### src/rtl/rf_write_arbiter.sv
// rtl/rf_write_arbiter.sv - two-slot register-file writeback arbiter (ALU and load requesters)
//
// Ports:
//   Clk, Rst_n             rising-edge clock, synchronous active-low reset
//   AluValid/AluAddr/AluData/AluReady   ALU writeback request handshake
//   MemValid/MemAddr/MemData/MemReady   load writeback request handshake
//   Flush                  drops both buffered requests this edge
//   Addr3/WriteData/WriteEnable         registered register-file write port
//   PendingMask            one bit per register with a write buffered or on the port

module rf_write_arbiter (
    input  logic        Clk,
    input  logic        Rst_n,
    input  logic        AluValid,
    input  logic [4:0]  AluAddr,
    input  logic [31:0] AluData,
    output logic        AluReady,
    input  logic        MemValid,
    input  logic [4:0]  MemAddr,
    input  logic [31:0] MemData,
    output logic        MemReady,
    input  logic        Flush,
    output logic [4:0]  Addr3,
    output logic [31:0] WriteData,
    output logic        WriteEnable,
    output logic [31:0] PendingMask
);

    // One slot per requester; *_young marks the slot that arrived after the other.
    logic        alu_full;
    logic [4:0]  alu_addr;
    logic [31:0] alu_data;
    logic        alu_young;

    logic        mem_full;
    logic [4:0]  mem_addr;
    logic [31:0] mem_data;
    logic        mem_young;

    // Round-robin pointer: 1 = MEM wins the next different-address contest.
    logic        rr_mem;

    logic        alu_fill;
    logic        mem_fill;
    logic        pick_mem;
    logic        grant_alu;
    logic        grant_mem;
    logic        alu_stays;
    logic        mem_stays;

    // Handshake. A full slot is never ready, so a slot being granted this
    // edge cannot be refilled on the same edge.
    always_comb begin
        AluReady = !alu_full && !Flush && Rst_n;
        MemReady = !mem_full && !Flush && Rst_n;
    end

    // Register 0 requests complete the handshake but never occupy a slot.
    always_comb begin
        alu_fill = AluValid && AluReady && (AluAddr != 5'd0);
        mem_fill = MemValid && MemReady && (MemAddr != 5'd0);
    end

    // Grant selection. Same-address pairs must drain in arrival order so the
    // register ends with the youngest value; otherwise alternate fairly.
    always_comb begin
        pick_mem = 1'b0;
        if (alu_full && mem_full) begin
            if (alu_addr == mem_addr) begin
                pick_mem = !mem_young;
            end else begin
                pick_mem = rr_mem;
            end
        end else begin
            pick_mem = mem_full;
        end
        grant_alu = !Flush && alu_full && !pick_mem;
        grant_mem = !Flush && mem_full && pick_mem;
    end

    always_comb begin
        alu_stays = alu_full && !grant_alu;
        mem_stays = mem_full && !grant_mem;
    end

    // ALU slot
    always_ff @(posedge Clk) begin
        if (!Rst_n) begin
            alu_full <= 1'b0;
            alu_addr <= 5'd0;
            alu_data <= 32'd0;
        end else if (Flush) begin
            alu_full <= 1'b0;
        end else if (alu_fill) begin
            alu_full <= 1'b1;
            alu_addr <= AluAddr;
            alu_data <= AluData;
        end else if (grant_alu) begin
            alu_full <= 1'b0;
        end
    end

    // MEM slot
    always_ff @(posedge Clk) begin
        if (!Rst_n) begin
            mem_full <= 1'b0;
            mem_addr <= 5'd0;
            mem_data <= 32'd0;
        end else if (Flush) begin
            mem_full <= 1'b0;
        end else if (mem_fill) begin
            mem_full <= 1'b1;
            mem_addr <= MemAddr;
            mem_data <= MemData;
        end else if (grant_mem) begin
            mem_full <= 1'b0;
        end
    end

    // Age bits. A slot is young if the other slot holds an older entry after
    // this edge; a simultaneous fill makes the ALU entry the younger one.
    // Filling a slot clears the stale young bit of the other slot.
    always_ff @(posedge Clk) begin
        if (!Rst_n || Flush) begin
            alu_young <= 1'b0;
            mem_young <= 1'b0;
        end else begin
            if (alu_fill) begin
                alu_young <= mem_stays || mem_fill;
            end else if (mem_fill) begin
                alu_young <= 1'b0;
            end
            if (mem_fill) begin
                mem_young <= alu_stays;
            end else if (alu_fill) begin
                mem_young <= 1'b0;
            end
        end
    end

    // Round-robin pointer tracks the last granted requester.
    always_ff @(posedge Clk) begin
        if (!Rst_n) begin
            rr_mem <= 1'b1;
        end else if (grant_alu) begin
            rr_mem <= 1'b1;
        end else if (grant_mem) begin
            rr_mem <= 1'b0;
        end
    end

    // Write port. Address and data hold when nothing is granted.
    always_ff @(posedge Clk) begin
        if (!Rst_n) begin
            WriteEnable <= 1'b0;
            Addr3       <= 5'd0;
            WriteData   <= 32'd0;
        end else if (grant_mem) begin
            WriteEnable <= 1'b1;
            Addr3       <= mem_addr;
            WriteData   <= mem_data;
        end else if (grant_alu) begin
            WriteEnable <= 1'b1;
            Addr3       <= alu_addr;
            WriteData   <= alu_data;
        end else begin
            WriteEnable <= 1'b0;
        end
    end

    // Scoreboard view for hazard logic; bit 0 is forced low as register 0 is never written.
    always_comb begin
        PendingMask = 32'd0;
        if (alu_full) begin
            PendingMask[alu_addr] = 1'b1;
        end
        if (mem_full) begin
            PendingMask[mem_addr] = 1'b1;
        end
        if (WriteEnable) begin
            PendingMask[Addr3] = 1'b1;
        end
        PendingMask[0] = 1'b0;
    end

endmodule

### config.mk
export PLATFORM = sky130hd
export DESIGN_NAME = rf_write_arbiter
export DESIGN_NICKNAME = d
export VERILOG_FILES = /design/src/rtl/rf_write_arbiter.sv
export SDC_FILE = /design/constraint.sdc
export NUM_CORES = 1
export LEC_CHECK = 0
export CELL_PAD_IN_SITES_DETAIL_PLACEMENT = 1
export CELL_PAD_IN_SITES_GLOBAL_PLACEMENT = 2
export CORE_MARGIN = 2
export CORE_UTILIZATION = 29
export CTS_CLUSTER_SIZE = 20
export DETAILED_ROUTE_END_ITERATION = 8
export GPL_ROUTABILITY_DRIVEN = 0
export GPL_TIMING_DRIVEN = 0
export PLACE_DENSITY = 0.91
export SETUP_SLACK_MARGIN = 0.05
export SLEW_MARGIN = 0
export SYNTH_ARGS = -nofsm -noshare
export SYNTH_HDL_FRONTEND = slang
export SYNTH_SLANG_ARGS = --single-unit
### constraint.sdc
create_clock -name Clk -period 2.85 [get_ports Clk]
set_input_delay 0.855 -clock Clk [delete_from_list [all_inputs] [get_ports Clk]]
set_output_delay 0.855 -clock Clk [all_outputs]
set_load 0.01 [all_outputs]
==> summary.txt, run 1 <==
STA
  • Final clock skew: 0.00771 ns
  • FMAX: 362 MHz
  • RSZ-0062 raised after global routing: yes
  • Setup violations, final: 0
  • Period utilisation layout: 96.9%
  • Endpoints failing hold: 0
  • Worst-Margin Slew: 0.703 ns
  • Slew headroom: 53.1%
  • Fin Hold WS: 0.436 ns
  • Final Critical Period: 2.76 ns
  • Fin. max-slew vios: 0

Setup path
  • CP endpoint kind: output port
  • Largest fanout on the critical path: 6
  • Crit path arrival time: 1.91 ns
  • FF-to-FF End: Addr3[3]
  • Startpoint types: input pin
  • Worst EP required: 2.00 ns
  • Launching point of the worst reg2reg path: mem_addr[0]
  • Critical path class: in -> out
  • Worst reg2reg setup slack: 0.85 ns
  • Cells on worst reg2reg path: 7

Yosys
  • Most frequent cell after synthesis: nand2_1
  • Syn avg cell area: 8.65 µm²
  • Main area contributors after synthesis: dfxtp_1 40%, nand2_1 14%, mux2i_1 12%, mux2_2 6.8%, nor2b_1 3.6%
  • Async set-reset flop share out of synthesis: 0%
  • Unique masters post-synth: 44
  • Synth Register Bits: 116
  • Synth top area share: 39.8%
  • Cell accounting for the most synthesized area: dfxtp_1
  • Post-Syn Nets: 754
  • Top_reg_cell synth: dfxtp_1
  • Post-synth EDFFs: 0
  • Most frequent cells after synthesis: 213 x nand2_1, 116 x dfxtp_1, 70 x mux2i_1
  • Sequential element share of the synthesized area: 39.8%
  • Mapped Area: 0.00584 mm²
  • Synth warn: 0
  • Mapped Cells: 675

Floorplanning
  • Starting density of the core: 29.8%
  • Core Rows: 51
  • # IOs: 151
  • Core Region: 0.0196 mm²
  • Full die area: 0.0213 mm²
  • Die W: 146 µm
  • Die Ht: 146 µm

Job
  • Max-cap violation count: 0

Placed design
  • Placed insts: 1089
  • Port Buffers: 149
  • Dpl hpwl: 13700 µm

Clocking
  • CTS tree: done
  • H-tree levels: 4
  • Longest Clk Path Bufs: 2
  • Clk root buf: clkbuf_16
  • Clock sinks: 116
  • Total CTS buffers: 17
  • CTS clock-pin slew for the worst setup and hold paths: 0.05 ns
  • Clk_lat worst skew: 0.42 ns

GRT
  • Remaining global-route overflow: 0
  • Largest net degree at the start of global routing: 17
  • Vias in the first global route: 5630
  • Initial antenna violation count: 1
  • Global-route wire length before repair: 31300 µm
  • Tot GR Track Use: 18.8%

Layout
  • Non-Filler Instances: 1126
  • Layout cells sized above 1: 19.1%
  • Area Overhead vs Synth: 48.8%
  • Layout Utilization: 44.3%
  • Multi-input gate area: 0.00342 mm²
  • Layout Nets: 926
  • Filler Cell Count: 2255
  • Storage element area: 0.00235 mm²

Power
  • Power Dens Cells: 484 mW/mm²
  • Leakage: 0.00364 µW
  • Pwr Total: 4200 µW
  • Peak VDD IR: 0.000426 V

Hold path
  • Hold wc startpoint: mem_young
  • Class of the worst hold path: reg -> reg
  • Hold path cells: 2
  • End of the worst hold path: mem_young

Detailed routing
  • Detail Route Antenna Nets: 0
  • WL/cell: 17.6 µm
  • DR vias/cell: 4.75
  • Vias: 5346
  • Final WL: 19800 µm
  • TritonRoute pass-1 iters: 5
  • 1st-iter DRT viols: 217
  • Residual DRC: 0

Status
  • Status: finished clean
-- per-stage QoR --
step / area, µm² / worst slack [ns] / setup TNS (ns)
floorplan: 5840 / 0.604 / 0
global placement: 7660 / -0.647 / -8.73
detailed placement: 7660 / -0.618 / -9.56
CTS: 8610 / -0.0363 / -0.0363
global route: 8690 / 0.0274 / 0
finish: 8690 / 0.0895 / 0
-- sequential cells by signal (all words and copies together) (netlist names) --
name,flops
alu_full,1
WriteData,32
mem_data,32
alu_data,32
mem_young,1
alu_addr,5
WriteEnable,1
rr_mem,1
Addr3,5
mem_addr,5
mem_full,1
-- worst max-delay path: stages --
cell and delay, ns:
dlygate4sd2_1 0.32, nand2b_4 0.22, nor2_2 0.18, dlygate4sd2_1 0.33
-- kinds of logic (layout without fill, tap and decap cells) --
| family | after synthesis | after routing | synth area share (%) |
|---|---|---|---|
| xor+xnor | 5 | 5 | 0.750 |
| mux | 105 | 105 | 18.8 |
| simple gates | 304 | 304 | 23.2 |
| buf+inv | 61 | 246 | 6.07 |
| other cells | 1 | 2 | 0.0642 |
| flops | 116 | 116 | 39.8 |
| compound gates | 83 | 83 | 11.4 |
-- worst max path at each step --
stage	start	to	slack [ns]	cells past startpoint
floorplan	AluAddr[0]	alu_addr[0]	0.60	6
detailed placement	Flush	MemReady	-0.62	4
finish	Flush	MemReady	0.09	4
CTS	alu_addr[1]	PendingMask[4]	-0.04	5
global route	mem_full	PendingMask[30]	0.03	5
global placement	Flush	MemReady	-0.65	4
-- repair_timing --
item	4_1_cts	5_1_grt
gates resized for setup	122	31
setup buffers	8	1
cloned	2	0
endpoints found under the setup margin	33	13
pin swaps	3	5
hold buffers	0	0
-- where the power goes --
| group | internal, µW | switching (µW) | total [µW] |
|---|---|---|---|
| Clock | 1370 | 779 | 2150 |
| Sequential | 1660 | 28.3 | 1690 |
| Combinational | 198 | 168 | 366 |
| Total | 3230 | 975 | 4200 |
-- cell type report --
type | count | area share, %
Antenna cell | 1 | 0.0288
Buffer | 46 | 4.52
Clock inverter | 13 | 1.83
Clock buffer | 19 | 4.98
Sequential cell | 116 | 27.1
Inverter | 8 | 0.346
Tap cell | 265 | 3.82
Timing Repair Buffer | 160 | 18.0
Multi-Input combinational cell | 498 | 39.4
-- placed cells by master (no fill, tap or decap), drive strengths merged, types with 2 or more instances in the layout --
| cell | n |
|---|---|
| nand2 | 213 |
| clkdlybuf4s50 | 117 |
| o211ai | 2 |
| o21ai | 4 |
| nor3 | 6 |
| nor2b | 34 |
| dlymetal6s2s | 8 |
| nand2b | 3 |
| clkinv | 6 |
| a21boi | 40 |
| clkinvlp | 3 |
| and3 | 7 |
| inv | 9 |
| mux2i | 70 |
| xnor2 | 3 |
| dfxtp | 116 |
| bufinv | 3 |
| a222oi | 4 |
| mux2 | 35 |
| dlygate4sd1 | 3 |
| clkbuf | 34 |
| a22oi | 27 |
| and3b | 6 |
| buf | 39 |
| dlygate4sd2 | 23 |
| nor2 | 16 |
| xor2 | 2 |
| or4 | 2 |
| nand3 | 4 |
| nor3b | 11 |
-- layer usage --
metal	GRT usage (%)	vias to the layer above	routed length (µm)
met5	0	-	0
li1	-	2618	-
met3	4.45	21	1090
met4	6.32	0	297
met1	23.1	2544	8670
met2	32.2	163	9710
(Power assumes the default switching activity.)
==> run 2, diff against run 1 <==
--- a/config.mk
+++ b/config.mk
@@ -7,8 +7,8 @@
 export LEC_CHECK = 0
 export CELL_PAD_IN_SITES_DETAIL_PLACEMENT = 1
 export CELL_PAD_IN_SITES_GLOBAL_PLACEMENT = 2
-export CORE_MARGIN = 2
 export CORE_UTILIZATION = 29
+export CTS_CLUSTER_DIAMETER = 40
 export CTS_CLUSTER_SIZE = 20
 export DETAILED_ROUTE_END_ITERATION = 8
 export GPL_ROUTABILITY_DRIVEN = 0
==> run 2 against run 1 <==
Effect of this change: die area down 2.7%; sequential power about the same; core utilization up 0.54 points; first-iteration DRC count down 12%; global-route usage up 1.1 points; sequential cell count unchanged; via count up 0.80%; highest routed layer is now met5; critical path depth up 1; clock-buffer cell count up 4.
==> summary.txt, run 2 (same netlist as run 1, synthesis figures left out) <==
Status
  • Status: finished clean

Hold path
  • End of the worst hold path: mem_young
  • Hold path cells: 2 (unchanged)
  • Hold wc startpoint: mem_young
  • Class of the worst hold path: reg -> reg

Floorplanning
  • Die W: 144 µm (-1.4%)
  • Core Rows: 51 (unchanged)
  • Full die area: 0.0207 mm² (-2.7%)
  • Core Region: 0.0196 mm² (unchanged)
  • Starting density of the core: 29.8% (unchanged)
  • # IOs: 151 (unchanged)
  • Die Ht: 144 µm (-1.4%)

GRT
  • Global-route wire length before repair: 30900 µm (-1.2%)
  • Initial antenna violation count: 1 (unchanged)
  • Remaining global-route overflow: 0 (unchanged)
  • Tot GR Track Use: 19.9% (+1.1 points)
  • Vias in the first global route: 5601 (-0.52%)
  • Largest net degree at the start of global routing: 17 (unchanged)

Setup path
  • Critical path class: reg -> out
  • Critical path's largest stage delay: 0.41 ns (+0.08 ns)
  • Worst reg2reg setup slack: 0.84 ns (about the same)
  • CP endpoint kind: output port
  • Largest fanout on the critical path: 5 (-1)
  • Startpoint types: flop
  • Launching point of the worst reg2reg path: mem_addr[0]
  • Crit path arrival time: 1.89 ns (-0.02 ns)
  • Cells on worst reg2reg path: 7 (unchanged)
  • CP delay by family, top: buffers and inverters
  • Worst-path cell chain: clkbuf_8 -> nor3b_4 -> a222oi_1 -> inv_1 -> dlygate4sd2_1
  • Worst EP required: 2.00 ns (about the same)
  • FF-to-FF End: WriteData[23]
  • Buf+Inv Stages, Crit Path: 3 (+1)
  • Crit-path slowest cell: a222oi_1

Clocking
  • Clk_lat worst skew: 0.41 ns (about the same)
  • H-tree levels: 4 (unchanged)
  • Longest Clk Path Bufs: 2 (unchanged)
  • Total CTS buffers: 17 (unchanged)
  • CTS tree: done
  • Clk root buf: clkbuf_16
  • Clock sinks: 116 (unchanged)
  • CTS clock-pin slew for the worst setup and hold paths: 0.06 ns (about the same)

STA
  • Worst-Margin Slew: 0.718 ns (+0.0146 ns)
  • Final Critical Period: 2.74 ns (-0.0203 ns)
  • Setup violations, final: 0 (unchanged)
  • Period utilisation layout: 96.1% (-0.71 points)
  • Endpoints failing hold: 0 (unchanged)
  • Fin Hold WS: 0.432 ns (-0.00439 ns)
  • FMAX: 365 MHz (+0.74%)
  • Slew headroom: 52.2% (-0.98 points)
  • Final clock skew: 0.00992 ns (+0.00221 ns)
  • Fin. max-slew vios: 0 (unchanged)
  • RSZ-0062 raised after global routing: yes

Power
  • Peak VDD IR: 0.000404 V (-5.0%)
  • Power Dens Cells: 480 mW/mm² (-0.76%)
  • P_sw: 946 µW (-3.0%)
  • Sequential share of power: 39.9% (-0.2 points)
  • Clock share of power: 51.3% (about the same)
  • Internal: 3270 µW (+1.5%)
  • Leakage: 0.00377 µW (+3.5%)
  • Sw frac: 22.4% (-0.79 points)
  • Combinational Power Share: 8.8% (about the same)

Layout
  • Biggest regs: WriteData (32), alu_data (32), mem_data (32)
  • Layout cells sized above 1: 19.7% (+0.61 points)
  • Most frequent cells in the layout: 213 x nand2_1, 115 x clkdlybuf4s50_1, 102 x dfxtp_1
  • Layout Nets: 935 (+0.97%)
  • Storage element area: 0.00236 mm² (+0.11%)
  • Area Overhead vs Synth: 50.6%
  • Filler Cell Count: 2298 (+1.9%)
  • Multi-input gate area: 0.00344 mm² (+0.48%)
  • Most common cell after layout, fill and taps aside: nand2_1
  • Layout Utilization: 44.9% (+0.54 points)

Detailed routing
  • WL/cell: 17.4 µm (-1.0%)
  • Detail Route Antenna Nets: 0 (unchanged)
  • DR vias/cell: 4.75 (about the same)
  • 1st-iter DRT viols: 191 (-12%)
  • TritonRoute pass-1 iters: 4 (-1)
  • Final WL: 19700 µm (-0.21%)
  • Residual DRC: 0 (unchanged)
  • Vias: 5389 (+0.80%)

Placed design
  • Port Buffers: 149 (unchanged)
  • Dpl hpwl: 13500 µm (-0.83%)

Job
  • Max-cap violation count: 0 (unchanged)
==> run 2: changes by cell type in the layout (fill, tap and decap cells not counted), moves of 3 or more <==
cell	before	now
clkbuf_8	2	9
nor2_2	4	1
buf_4	13	21
dlymetal6s2s_1	8	13
buf_8	6	2
nor2_4	7	10
dlygate4sd2_1	23	17
==> run 2: stage by stage <==
stage | cell area [µm²] | setup TNS, ns | worst slack, ns | power (µW) | instances
floorplan | 5840 | 0 | 0.604 | 1870 | 675
global placement | 7660 | -9.16 | -0.650 | 2060 | 1089
detailed placement | 7660 | -10.26 | -0.633 | 2060 | 1089
CTS | 8670 | 0 | 0.0500 | 4260 | 1132
global route | 8790 | 0 | 0.00731 | 4370 | 1134
finish | 8790 | 0 | 0.110 | 4220 | 1135
==> run 2: what timing repair did <==
action	CTS	global route
pin swaps	2	4
cloned	4	0
hold buffers	0	0
setup endpoints to repair	33	17
buffers inserted	14	2
resized for setup	116	40
==> run 2: power by group through the flow <==
stage | clock network, µW | registers (µW) | logic (µW)
2_1_floorplan | 0 | 1710 | 162
3_3_place_gp | 0 | 1720 | 342
3_5_place_dp | 0 | 1720 | 346
4_1_cts | 2200 | 1690 | 370
5_1_grt | 2280 | 1690 | 402
6_report | 2160 | 1680 | 371
==> run 2: tightest hold or removal path: cells and delay by family (launching register included) <==
kind	cells	cell delay, ns
AND/OR/NAND/NOR	1	0.04
flip-flops	1	0.30
buffers and inverters	1	0.05
==> run 2: cell type report <==
class                           count  share of cell area (%)
Antenna cell                        1                  0.0285
Multi-Input combinational cell    498                    39.1
Tap cell                          265                    3.77
Clock inverter                      9                    1.45
Buffer                             46                    4.44
Sequential cell                   116                    26.8
Timing Repair Buffer              169                    18.8
Clock buffer                       23                    5.32
Inverter                            8                   0.342
==> run 2: how the worst max path moves through the flow <==
stage,from,to,slack (ns),cells past startpoint
final,alu_addr[4],PendingMask[19],0.11,5
after global routing,alu_addr[0],PendingMask[10],0.007,5
after CTS,alu_addr[4],PendingMask[3],0.05,5
after detailed placement,Flush,MemReady,-0.63,4
after global placement,Flush,MemReady,-0.65,4
after floorplan,AluAddr[0],alu_addr[0],0.60,6
==> run 2: routing by layer <==
metal | wire [µm] | part of all wire (%) | GRT usage (%) | up-vias
met5 | 13 | 0.066 | 0 | -
met4 | 423 | 2.1 | 7.61 | 2
met3 | 964 | 4.9 | 4.33 | 33
met2 | 9500 | 48 | 33.6 | 143
met1 | 8820 | 45 | 24.5 | 2570
li1 | - | - | - | 2641
